===== src/rtl/fetch_queue_stage.sv =====
// Instruction-fetch stage: issues in-order fetches over valid/ready, buffers up to DEPTH
// in-flight/returned words, and feeds Decode through a stallable, flushable IF/ID register.
module fetch_queue_stage #(
  parameter int unsigned     XLEN     = 32,
  parameter int unsigned     ILEN     = 32,
  parameter int unsigned     DEPTH    = 4,
  parameter logic [XLEN-1:0] RESET_PC = '0
) (
  input  logic            clk,
  input  logic            rst,
  input  logic            PCSrcE,
  input  logic [XLEN-1:0] PCTargetE,
  input  logic            StallD,
  output logic            imem_req_valid,
  input  logic            imem_req_ready,
  output logic [XLEN-1:0] imem_req_addr,
  input  logic            imem_rsp_valid,
  input  logic [ILEN-1:0] imem_rsp_data,
  output logic [ILEN-1:0] InstrD,
  output logic [XLEN-1:0] PCD,
  output logic [XLEN-1:0] PCPlus4D,
  output logic            ValidD
);

  localparam int unsigned AW = $clog2(DEPTH);
  localparam int unsigned PW = AW + 1;
  localparam logic [PW:0] DEPTH_CNT = (PW+1)'(DEPTH);

  typedef logic [PW-1:0] ptr_t;

  logic [XLEN-1:0] pcf;
  logic [XLEN-1:0] q_pc    [DEPTH];
  logic [ILEN-1:0] q_instr [DEPTH];
  logic [DEPTH-1:0] q_filled;

  ptr_t alloc_ptr, fill_ptr, rd_ptr, drop_cnt;
  ptr_t occ, unfilled, stale_sum, redirect_drop;
  logic [PW:0] budget_used;
  logic [AW-1:0] alloc_idx, fill_idx, rd_idx;
  logic req_fire, rsp_drop, rsp_fill, pop;

  // Pointers carry one extra wrap bit so occ can reach DEPTH.
  assign occ         = alloc_ptr - rd_ptr;
  assign unfilled    = alloc_ptr - fill_ptr;
  assign budget_used = {1'b0, occ} + {1'b0, drop_cnt};
  assign alloc_idx   = alloc_ptr[AW-1:0];
  assign fill_idx    = fill_ptr[AW-1:0];
  assign rd_idx      = rd_ptr[AW-1:0];

  // Responses still owed by the memory count against the budget, so stale words never overrun it.
  assign imem_req_valid = !rst && !PCSrcE && (budget_used < DEPTH_CNT);
  assign imem_req_addr  = pcf;

  assign req_fire = imem_req_valid && imem_req_ready;
  assign rsp_drop = imem_rsp_valid && !PCSrcE && (drop_cnt != '0);
  assign rsp_fill = imem_rsp_valid && !PCSrcE && (drop_cnt == '0) && (unfilled != '0);
  assign pop      = !PCSrcE && !StallD && (occ != '0) && q_filled[rd_idx];

  // A response landing in the redirect cycle is itself one of the stale words.
  assign stale_sum     = drop_cnt + unfilled;
  assign redirect_drop = (imem_rsp_valid && stale_sum != '0) ? stale_sum - ptr_t'(1) : stale_sum;

  always_ff @(posedge clk or posedge rst) begin
    if (rst) begin
      pcf       <= RESET_PC;
      alloc_ptr <= '0;
      fill_ptr  <= '0;
      rd_ptr    <= '0;
      drop_cnt  <= '0;
      q_filled  <= '0;
    end else if (PCSrcE) begin
      pcf      <= PCTargetE;
      rd_ptr   <= alloc_ptr;
      fill_ptr <= alloc_ptr;
      q_filled <= '0;
      drop_cnt <= redirect_drop;
    end else begin
      if (req_fire) begin
        pcf                 <= pcf + XLEN'(4);
        alloc_ptr           <= alloc_ptr + ptr_t'(1);
        q_filled[alloc_idx] <= 1'b0;
      end
      if (rsp_drop) drop_cnt <= drop_cnt - ptr_t'(1);
      if (rsp_fill) begin
        fill_ptr           <= fill_ptr + ptr_t'(1);
        q_filled[fill_idx] <= 1'b1;
      end
      if (pop) rd_ptr <= rd_ptr + ptr_t'(1);
    end
  end

  // NOTE: payload arrays carry no reset; an entry is only read once its filled bit, which is reset, says so.
  always_ff @(posedge clk) begin
    if (req_fire) q_pc[alloc_idx]   <= pcf;
    if (rsp_fill) q_instr[fill_idx] <= imem_rsp_data;
  end

  always_ff @(posedge clk or posedge rst) begin
    if (rst) begin
      InstrD   <= '0;
      PCD      <= '0;
      PCPlus4D <= '0;
      ValidD   <= 1'b0;
    end else if (PCSrcE) begin
      InstrD <= '0;
      ValidD <= 1'b0;
    end else if (!StallD) begin
      if (pop) begin
        InstrD   <= q_instr[rd_idx];
        PCD      <= q_pc[rd_idx];
        PCPlus4D <= q_pc[rd_idx] + XLEN'(4);
        ValidD   <= 1'b1;
      end else begin
        InstrD <= '0;
        ValidD <= 1'b0;
      end
    end
  end

  a_no_orphan_rsp: assert property (@(posedge clk) disable iff (rst)
    !(imem_rsp_valid && drop_cnt == '0 && unfilled == '0));

  a_drop_bounded: assert property (@(posedge clk) disable iff (rst)
    {1'b0, drop_cnt} <= DEPTH_CNT);

endmodule


===== config.mk =====
export PLATFORM = sky130hd
export DESIGN_NAME = fetch_queue_stage
export DESIGN_NICKNAME = d
export VERILOG_FILES = /design/src/rtl/fetch_queue_stage.sv
export SDC_FILE = /design/constraint.sdc
export NUM_CORES = 1
export LEC_CHECK = 0
export ABC_AREA = 1
export CORE_UTILIZATION = 45
export CTS_CLUSTER_SIZE = 16
export DETAILED_ROUTE_END_ITERATION = 12
export DONT_BUFFER_PORTS = 1
export REMOVE_ABC_BUFFERS = 1
export SYNTH_ARGS = -nofsm -noshare
export SYNTH_HDL_FRONTEND = slang
export SYNTH_SLANG_ARGS = --single-unit

===== constraint.sdc =====
create_clock -name clk -period 9.7 [get_ports clk]
set_clock_uncertainty 0.05 [all_clocks]
set_input_delay 1.94 -clock clk [delete_from_list [all_inputs] [get_ports clk]]
set_output_delay 1.94 -clock clk [all_outputs]
set_load 0.01 [all_outputs]

Word-level counts from Yosys, hierarchy flattened

Memory sizes are Yosys's and may differ from the RTL's.
Index checks and enable logic that the tools add are counted.

Register bits: 145
Bits in writable memories: 256
Word-level logic and storage cells: 91
Memories kept: 2

$add $sub $neg: 11
Magnitude comparators: 6
Equality and inequality tests: 1
Multiplexer cells: 29
Bitwise gates (word level): 5
Reductions and logical operators: 27

Memory list:

| memory  | depth | bits a word | rd ports | clocked after Yosys merged registers in | write ports | RTL line | RTL |
|---|---|---|---|---|---|---|---|
| q_instr | 4     | 32          | 1        | 0                                       | 1           | 33       | `logic [ILEN-1:0] q_instr [DEPTH];` |
| q_pc    | 4     | 32          | 1        | 0                                       | 1           | 32       | `logic [XLEN-1:0] q_pc [DEPTH];` |

Operator list:

| cell                                                               | count |
|---|---|
| 2-to-1 mux 32 bit                                                  | 5 |
| adder 32 x 3 -> 32 bit (second input constant)                     | 2 |
| 2-to-1 mux 3 bit                                                   | 7 |
| 2-to-1 mux 4 bit                                                   | 4 |
| logical AND 1 bit                                                  | 13 |
| nonzero test 3 bit                                                 | 4 |
| 2-to-1 mux 1 bit                                                   | 10 |
| adder 3 x 1 -> 3 bit (second input constant)                       | 3 |
| less-than comparator 2 x 3 -> 1 bit (second input constant)        | 3 |
| nonzero test 2 bit                                                 | 4 |
| subtractor 3 x 1 -> 3 bit (second input constant)                  | 2 |
| subtractor 3 bit                                                   | 2 |
| adder 3 x 3 -> 4 bit                                               | 1 |
| bitwise AND 4 bit                                                  | 1 |
| demux 1 bit (select 2 bit)                                         | 2 |
| greater-or-equal comparator 2 x 1 -> 1 bit (second input constant) | 2 |
| less-than comparator 4 x 3 -> 1 bit (second input constant)        | 1 |
| inverter 4 bit                                                     | 1 |
| bitwise OR 4 bit                                                   | 1 |
| adder 3 bit                                                        | 1 |
| logical NOT 1 bit                                                  | 3 |
| logical NOT 3 bit                                                  | 1 |
| AND reduction 3 bit                                                | 1 |
| binary-select mux 1 bit (select 2 bit)                             | 1 |
| 3 further kinds                                                    | 4 |

Logic depth before layout (Yosys ltp)

Depth after elaboration: 11
Mapped depth: 20
Mapped depth without buffers: 19

Worst setup path before layout

Ideal clock, no wire load.

Kind: reg-to-reg
Start: register rd_ptr[1]
End: memory q_pc[0][0], enable pin
Setup time: 0.421 ns
Arrival time: 4.129 ns
Data required time: 9.229 ns
Slack: 5.100 ns
Stages on the path, launching flop included: 14
Path buffers: 4
Path through: dfrtp_1 -> inv_2 -> buf_2 -> buf_2 -> buf_1 -> fa_1 -> ha_1 -> nand2_1 -> nor2_1 -> nor3_1 -> and2_1 -> nand2_1 -> clkbuf_1 -> nor2_1

Word-level cells in the longest chain between the ends: 7

RTL lines:

| item                                   | RTL line | RTL |
|---|---|---|
| start: declaration                     | 36       | `ptr_t alloc_ptr, fill_ptr, rd_ptr, drop_cnt;` |
| start signal: assignment               | 73       | `rd_ptr <= alloc_ptr;` |
| start signal: assignment               | 88       | `if (pop) rd_ptr <= rd_ptr + ptr_t'(1);` |
| subtractor 3 bit                       | 43       | `assign occ = alloc_ptr - rd_ptr;` |
| adder 3 x 3 -> 4 bit                   | 45       | `assign budget_used = {1'b0, occ} + {1'b0, drop_cnt};` |
| less-than comparator 4 x 3 -> 1 bit    | 51       | `assign imem_req_valid = !rst && !PCSrcE && (budget_used < DEPTH_CNT);` |
| logical AND 1 bit                      | 51       |  |
| via imem_req_valid                     | 14       | `output logic imem_req_valid,` |
| logical AND 1 bit                      | 54       | `assign req_fire = imem_req_valid && imem_req_ready;` |
| 2-to-1 mux 1 bit                       | 94       | `if (req_fire) q_pc[alloc_idx] <= pcf;` |
| 2-to-1 mux 1 bit (not written as such) | 94       |  |
| end: declaration                       | 32       |  |

The timed path passes the listed nets, and every way through them passes these cells.

Final worst setup path

Start: register rd_ptr[1]
End: output imem_req_valid

Word-level cells in the longest chain between the ends: 4

RTL lines:

| item                                | RTL line |
|---|---|
| subtractor 3 bit                    | 43 |
| adder 3 x 3 -> 4 bit                | 45 |
| less-than comparator 4 x 3 -> 1 bit | 51 |
| logical AND 1 bit                   | 51 |
| end: declaration                    | 14 |

No other way between the ends.

==> impl_results.md <==
* Hold WC Path Type: flip-flop to flip-flop
* Worst Path Arrival at between 4 and 5 ns
* CP endpoint kind: output pin
* Tmin final at 6.01 ns
* Leak pwr at roughly 8 nW
* Yosys cell types at 44
* PD cells at 286 mW/mm^2
* Synthesized area at 0.0176 sq mm
* Register area share after synthesis at 0.639
* Gr usage total at 0.222
* Total power at approximately 5.6 mW
* Slew @ Worst Pin at approximately 1.1 ns
* CP startpoint kind: flip-flop
* CTS max path bufs at 3
* RR Endpoint: imem_req_addr[26]
* CP delay by family, top: buffers and inverters
* Hold Buf Count CTS at 0
* Chip Width at about 200 um
* Worst Hold Launch: q_filled[0]
* CTS tree: done
* Setup CP Type: flip-flop to output pin
* Non-filler cells, final at 2256
* Crit path cell chain: buf_4 > clkinv_2 > fa_1 > inv_1 > nand2_1 > nand3b_1 > nand2_1 > ha_1 > nor3_1 > and2_1
* # H-tree levels at 2
* Outcome: finished clean
* Starting Density at 0.456
* Hpwl dp at 27700 um
* Commonest cells after routing, fill and taps aside: nand2_1 (468), edfxtp_1 (256), nor2_1 (175)
* Nets@finish at ~1800
* RSZ-0062 raised after global routing: false
* DRT Pass-1 Iters at 5
* Chip height at about 200 um
* Number of global-route vias before repair at 11500
* Final setup violation count at 0
* Hold Crit Endpoint: q_filled[0]
* Setup repair bufs after CTS at 0
* GPL Wtd Cong at 0.858
* Hold Path Depth at 2
* Synth Area per Inst at 10.2 sq um
* Final critical-path share of the clock period at 0.619
* Layout area overhead at 10.4%
* Initial antenna violation count at 2
* Clk sinks at 399
* Register bit total from synthesis at 399
* Maximum Capacitance Violations at 0
* Routed wire length at 43600 um
* CP Max Fanout at 60
* Root Buffer: clkbuf_16
* Total CTS buffers at 43
* Layout cells sized above 1 at 0.0818
* Drt wl/cell at 19.3 um
* Core ar. at approximately 0.039 sq mm
* Post-layout util at 0.503
* Slowest CP cell: clkinv_2
* Peak VDD IR at 0.000233 V
* Grt ovf at 0
* R2R setup slack at 3.87 ns
* Path depth of the worst reg2reg path at 17
* First-pass GRT wire length at 66700 um
* Largest net degree at the start of global routing at 79
* Fin Setup TNS at 0 ns
* WP data required at 7.71 ns
* Largest stage delay, worst path at between 0.8 and 0.9 ns
* Final hold vios at 0
* Max-slew headroom at 0.264
* Worst path bufs/invs at 3
* Die area at 0.0400 sq mm
* Worst-Skew Late Latency at 0.56 ns
* Mapped Cells at 1726
* # DRC at 0
* Inst Count DP at 2174
* CP most frequent cell: nand2_1
* DR iter-0 viols at 753
* Commonest non-fill, non-tap cell in the layout: nand2_1
* Clock transition at the registers of the reported paths at 0.06 ns
* I/O pin total at 200
* I/O Buffers at 0
* Pins Over Slew Limit at 0
* Post-route antenna net violation count at 0
* YS warnings at 0
* Vias/cell at approximately 5.3
* FP Rows at around 70
* Via count at 12000
* F_max at 0.166 GHz
* FF-to-FF Start: rd_ptr[1]
* Post_cts resized at 0
-- cell type report --
cell class / instances / area, sq um
clock buffer: 56 / 1210
fill: 3428 / 19200
inverter: 112 / 429
antenna: 2 / 5.00
tap: 518 / 648
sequential: 399 / 11300
timing repair buffer: 12 / 90.1
clock inverter: 24 / 265
multi-input combinational: 1133 / 5530
-- routing by layer --
layer	vias to the layer above	global-route usage	wire, um
li1	5810	-	-
met2	311	0.345	19800
met4	0	0.0729	981
met1	5808	0.305	19600
met5	-	0	0
met3	61	0.0541	3100
-- worst min-delay path, delay by kind of cell (launching register included) --
kind,cells,cell delay [ns]
flip-flops,1,0.37
AO/OA/AOI/OAI,2,0.13
-- logic make-up after synthesis --
group	share of synthesized area
buffers and inverters	0.0489
AOI/OAI and AO/OA	0.0699
adders and majority gates	0.0176
DFF	0.639
xor gates and xnor gates	0.0119
and+or+nand+nor	0.212
-- through the flow --
stage | worst slack, ns | hold slack (ns) | area, sq um
2_1_floorplan | 3.32 | 0.456 | 17200
3_3_place_gp | 3.94 | 0.474 | 18000
3_5_place_dp | 3.84 | 0.481 | 18000
4_1_cts | 3.66 | 0.489 | 19400
5_1_grt | 3.39 | 0.523 | 19500
6_report | 3.69 | 0.488 | 19500
-- flip-flops by register name, indices dropped and copies added (netlist names) --
register / cells
ValidD: 1
PCPlus4D: 30
q_instr: 128
drop_cnt: 3
rd_ptr: 3
q_filled: 4
PCD: 32
fill_ptr: 3
imem_req_addr: 32
alloc_ptr: 3
InstrD: 32
q_pc: 128
-- worst max path at each step --
stage,from,endpoint,depth (start not counted)
2_1_floorplan,rd_ptr[0],q_pc[3][0],12
3_3_place_gp,rd_ptr[1],imem_req_addr[23],17
3_5_place_dp,rd_ptr[1],imem_req_addr[26],17
4_1_cts,rd_ptr[1],imem_req_valid,10
5_1_grt,rd_ptr[1],imem_req_addr[13],16
6_report,rd_ptr[1],imem_req_valid,10
-- where the power goes --
group / internal [mW] / switching, mW / leakage, nW
Clock: 1.02 / 0.670 / 0.732
Sequential: 2.08 / 0.368 / 4.10
Combinational: 0.455 / 0.975 / 3.06
Total: 3.56 / 2.01 / 7.88
-- synthesized netlist by cell type (all sizes together) --
cell type,count,area (sq um)
a31oi,7,43.8
nand3,164,831
xnor2,5,43.8
inv,112,420
a32oi,1,8.76
a32o,18,180
and2,1,6.26
o21a,1,7.51
fa,3,60.1
ha,20,250
o22ai,18,113
and3,2,12.5
xor2,19,166
dfrtp,143,3580
o211ai,14,105
o31ai,1,12.5
a21oi,29,145
clkbuf,32,120
or2,6,37.5
o221ai,6,52.6
buf,50,322
nor3,9,56.3
nand2,479,1830
o21bai,1,7.51
nand4,15,93.8
nor4,1,6.26
nand3b,1,7.51
o21ai,111,556
edfxtp,256,7690
nor2,201,863
(Power assumes the default switching activity.)
